[src/rtl/uart_transmitter.sv]
// rtl/uart_transmitter.sv - 8N1 UART transmitter with a valid/ready byte interface.
// Define UART_TX_PARITY_EN to insert an even-parity bit after data[7].
module uart_transmitter #(
  parameter int CLOCK_RATE = 25_000_000,
  parameter int BAUD_RATE  = 115200
) (
  input  logic       clk,
  input  logic       reset_n,
  input  logic [7:0] data,
  input  logic       data_valid,
  output logic       ready,
  output logic       uart_tx
);

  localparam int P  = CLOCK_RATE / BAUD_RATE;
  localparam int TW = $clog2(P) + 1;
  localparam logic [TW-1:0] T_LAST = TW'(P - 1);
  localparam logic [TW-1:0] T_PRE  = TW'(P - 2);

  generate
    if (P < 2) begin : g_bad_period
      $error("uart_transmitter: bit period CLOCK_RATE/BAUD_RATE must be at least 2");
    end
  endgenerate

  typedef enum logic [2:0] {
    S_IDLE,
    S_START,
    S_DATA,
`ifdef UART_TX_PARITY_EN
    S_PARITY,
`endif
    S_STOP
  } state_t;

  state_t        state;
  logic [TW-1:0] timer;
  logic [2:0]    bit_idx;
  logic [7:0]    shift;
`ifdef UART_TX_PARITY_EN
  logic          parity_bit;
`endif

  logic accept;
  logic bit_end;

  assign accept  = data_valid && ready;
  assign bit_end = (timer == T_LAST);

  always_ff @(posedge clk or negedge reset_n) begin
    if (!reset_n) begin
      state   <= S_IDLE;
      timer   <= '0;
      bit_idx <= '0;
      shift   <= '0;
      uart_tx <= 1'b1;
      ready   <= 1'b1;
`ifdef UART_TX_PARITY_EN
      parity_bit <= 1'b0;
`endif
    end else begin
      case (state)
        S_IDLE: begin
          timer <= '0;
          if (accept) begin
            shift   <= data;
`ifdef UART_TX_PARITY_EN
            parity_bit <= ^data;
`endif
            state   <= S_START;
            uart_tx <= 1'b0;
            ready   <= 1'b0;
          end
        end

        S_START: begin
          if (bit_end) begin
            timer   <= '0;
            uart_tx <= shift[0];
            shift   <= shift >> 1;
            bit_idx <= '0;
            state   <= S_DATA;
          end else begin
            timer <= timer + TW'(1);
          end
        end

        S_DATA: begin
          if (bit_end) begin
            timer <= '0;
            if (bit_idx == 3'd7) begin
`ifdef UART_TX_PARITY_EN
              uart_tx <= parity_bit;
              state   <= S_PARITY;
`else
              uart_tx <= 1'b1;
              state   <= S_STOP;
`endif
            end else begin
              uart_tx <= shift[0];
              shift   <= shift >> 1;
              bit_idx <= bit_idx + 3'd1;
            end
          end else begin
            timer <= timer + TW'(1);
          end
        end

`ifdef UART_TX_PARITY_EN
        S_PARITY: begin
          if (bit_end) begin
            timer   <= '0;
            uart_tx <= 1'b1;
            state   <= S_STOP;
          end else begin
            timer <= timer + TW'(1);
          end
        end
`endif

        S_STOP: begin
          // ready rises for the last clk of the stop bit so a waiting byte follows with no gap
          if (bit_end) begin
            timer <= '0;
            if (accept) begin
              shift   <= data;
`ifdef UART_TX_PARITY_EN
              parity_bit <= ^data;
`endif
              state   <= S_START;
              uart_tx <= 1'b0;
              ready   <= 1'b0;
            end else begin
              state <= S_IDLE;
            end
          end else begin
            timer <= timer + TW'(1);
            if (timer == T_PRE) begin
              ready <= 1'b1;
            end
          end
        end

        default: begin
          state   <= S_IDLE;
          timer   <= '0;
          uart_tx <= 1'b1;
          ready   <= 1'b1;
        end
      endcase
    end
  end

endmodule

[config.mk]
export PLATFORM = sky130hd
export DESIGN_NAME = uart_transmitter
export DESIGN_NICKNAME = d
export VERILOG_FILES = /design/src/rtl/uart_transmitter.sv
export SDC_FILE = /design/constraint.sdc
export NUM_CORES = 1
export LEC_CHECK = 0
export BUFFER_PORTS_ARGS = -buffer_cell sky130_fd_sc_hd__clkbuf_2
export CORE_ASPECT_RATIO = 1.25
export CORE_UTILIZATION = 45
export CTS_CLUSTER_SIZE = 28
export DETAILED_ROUTE_END_ITERATION = 8
export GPL_TIMING_DRIVEN = 0
export PLACE_DENSITY_LB_ADDON = 0.05
export SYNTH_ARGS = -nofsm -noshare
export SYNTH_HDL_FRONTEND = slang
export SYNTH_SLANG_ARGS = --single-unit
[constraint.sdc]
create_clock -name clk -period 2.6 [get_ports clk]
set_clock_uncertainty 0.15 [all_clocks]
set_input_delay 0.26 -clock clk [delete_from_list [all_inputs] [get_ports clk]]
set_output_delay 0.26 -clock clk [all_outputs]
set_load 0.005 [all_outputs]
==> impl_metrics.py <==
metrics = {
    "placement": {
        "dpl.hpwl_um": 1701,
        "place_ws_ps": 477.0,
        "portBuffers": 12,
        "gp_congestion": 0.7581,
    },
    "pwr": {
        "power.density_mw_per_mm2": 370.5,
        "irDropWorstVdd_mv": 0.2181,
        "p_leak_nw": 0.7106,
    },
    "floorplan": {
        "die_h_um": 63.27,
        "coreArea_mm2": 0.002759,
        "io_pins": 13,
        "rows": 21,
        "dieArea_mm2": 0.003227,
        "initial_core_util": 0.4898,
        "die_w_um": 51.02,
    },
    "global_routing": {
        "grt_usage": 0.1696,
        "antenna_found_initial": 0,
        "overflow": 0,
        "grt_start_max_net_pins": 25,
        "grt_pass1_vias": 926,
        "grt_pass1_wl_um": 4140,
    },
    "synthesis": {
        "synth_area_leaders": "dfrtp_1, mux2_2, ha_1",
        "synth.most_common_cell": "dfrtp_1",
        "ys_warn_count": 0,
        "ys_seq_area_frac": 0.4463,
        "ys_ff_latch": 24,
        "synth_common_cells": "dfrtp_1, mux2_2, nor2_1, nand2_1, ha_1",
        "synth-async-reset-ratio": 1.000,
        "yosysTopAreaCell": "dfrtp_1",
        "syn_nets": 147,
        "netlist.area_leader.share": 0.4074,
        "synth_edf_count": 0,
        "avgSynthCellArea_um2": 10.64,
        "ys.flop_type": "dfrtp_1",
        "syn_area_mm2": 0.001351,
        "synth_cells": 127,
        "ys_types": 29,
    },
    "hold_path": {
        "min_path_type": "in2reg",
    },
    "worst_setup_path": {
        "cp_max_fo": 10,
        "start_kind": "flop",
        "crit_family": "multiplexers",
        "worstPathArrival_ps": 2210,
        "crit_chain": "inv_1 -> ha_1 -> clkbuf_1 -> mux2_2 -> mux2_2",
        "cp_slowest_stage_delay_ps": 410,
        "crit_type": "reg2reg",
        "required_ps": 2660,
        "crit_slowest_cell": "dfrtp_1",
        "cp-end-kind": "flop",
        "crit_buf_inv": 2,
        "worst_path_most_repeated_cell": "mux2_2",
    },
    "routing": {
        "viasPerCell": 5.249,
        "final_antenna_net_count": 0,
        "wl_per_cell_um": 12.79,
        "routed_wl_um": 2264,
        "detail_route.iter0.violations": 9,
        "vias": 929,
        "drc": 0,
        "dr.pass1.iters": 4,
    },
    "outcome": {
        "status": "complete, no violations",
    },
    "cells_and_area": {
        "drive_gt1_frac": 0.2727,
        "multi_input_comb_area_um2": 701.9,
        "fillers": 261,
        "nets": 165,
        "antenna_cells": 0,
        "regArea_um2": 603.1,
        "area_growth_syn_to_layout_pct": 10.00,
    },
    "sta": {
        "finalSetupViolCount": 0,
        "slew_headroom": 0.6042,
        "fin_crit_sh": 0.8262,
        "hold_violations": 0,
        "clock.fmax_ghz": 0.4655,
        "rsz0062_at_grt": "no",
        "post-route-min-period_ps": 2148,
        "finalSetupTns_ps": 0,
        "worst_slack_ps": 451.8,
        "tightestPinTransition_ps": 593.8,
        "slew_violations": 0,
    },
    "clocking": {
        "root_buffer": "clkbuf_4",
        "path_clk_slew_ps": 130,
        "cts_max_path_buffers": 2,
        "post_cts_buffers": 0,
        "cts_tree": "yes",
        "htree_num_levels": 1,
        "clk_latency_ps": 310,
        "clock-sinks": 24,
        "cts_buffers": 3,
    },
    "flow_run": {
        "max-cap-violations": 0,
    },
}
## per-stage QoR
stage	instance area [um2]	total power [mW]	utilization	hold WS [ps]	cells
global placement	1454	0.3959	0.5270	141.5	173
floorplan	1351	0.3814	-	-185.6	127
detailed placement	1454	0.3963	0.5270	148.5	173
global route	1486	0.5751	0.5388	163.1	177
finish	1486	0.5507	0.5388	152.2	177
CTS	1486	0.5595	0.5388	149.3	177
## tightest hold or removal path, cell delays in order
cell	delay, ps
clkbuf_2	70
mux2_2	120
mux2_2	130
## final cells by class
type / count / area share
plain buffers: 5 / 0.01347
repair buffers: 13 / 0.04714
multi-input cells: 91 / 0.4722
flip-flops and latches: 24 / 0.4057
inverters: 7 / 0.01768
well taps: 34 / 0.02862
clock buffers: 3 / 0.01515
## kinds of logic after synthesis
kind of cell	share of synthesized area
XOR/XNOR	0.04537
buffers and inverters	0.03426
AO/OA/AOI/OAI	0.06574
flip-flops	0.4463
multiplexers	0.1417
AND/OR/NAND/NOR	0.1833
adder cells (fa/ha/maj)	0.08333
## path summary, 6_finish.rpt
kind	startpoint	cells past startpoint	endpoint	slack, ps
worst max register to register	state[0]	5	shift[6]	450
min in group asynchronous	reset_n	2	bit_idx[2]	320
max in group asynchronous	reset_n	2	timer[3]	1600
worst min register to register	timer[0]	1	timer[0]	360
worst max-delay path	state[0]	5	shift[6]	450
worst min-delay path	data[5]	3	shift[5]	150
## registers in the layout, summed over array words and instances, names as in the netlist
name     cells
state        2
shift        8
ready        1
uart_tx      1
bit_idx      3
timer        9
## layer usage
layer / vias up / track usage / part of all wire
met1: 444 / 0.2164 / 0.47
met4: 0 / 0.07292 / 0.019
met2: 14 / 0.2780 / 0.48
met5: - / 0 / 0
li1: 467 / - / -
met3: 4 / 0.02657 / 0.030
## power breakdown
group	total, mW	switching (mW)	internal, mW
logic	0.0162	0.00942	0.00675
registers	0.373	0	0.373
clock network	0.161	0.107	0.0541
total	0.551	0.116	0.434
## layout by cell type, fill, tap and decap left out, drive strengths merged, types with 2 or more instances in the layout
master  count
ha          9
nor2       15
clkbuf     19
nor3        3
mux2       17
inv         7
dfstp       2
xor2        2
o311ai      2
a21oi       3
xnor2       5
nand3       8
o21ai       3
nor2b       3
dfrtp      22
nand2      10
## what timing repair did
action,CTS,global route
hold buffers,1,0
resized for setup,0,0
endpoints found under the hold margin,22,0
Note: power is estimated with default switching activity, not from simulation.
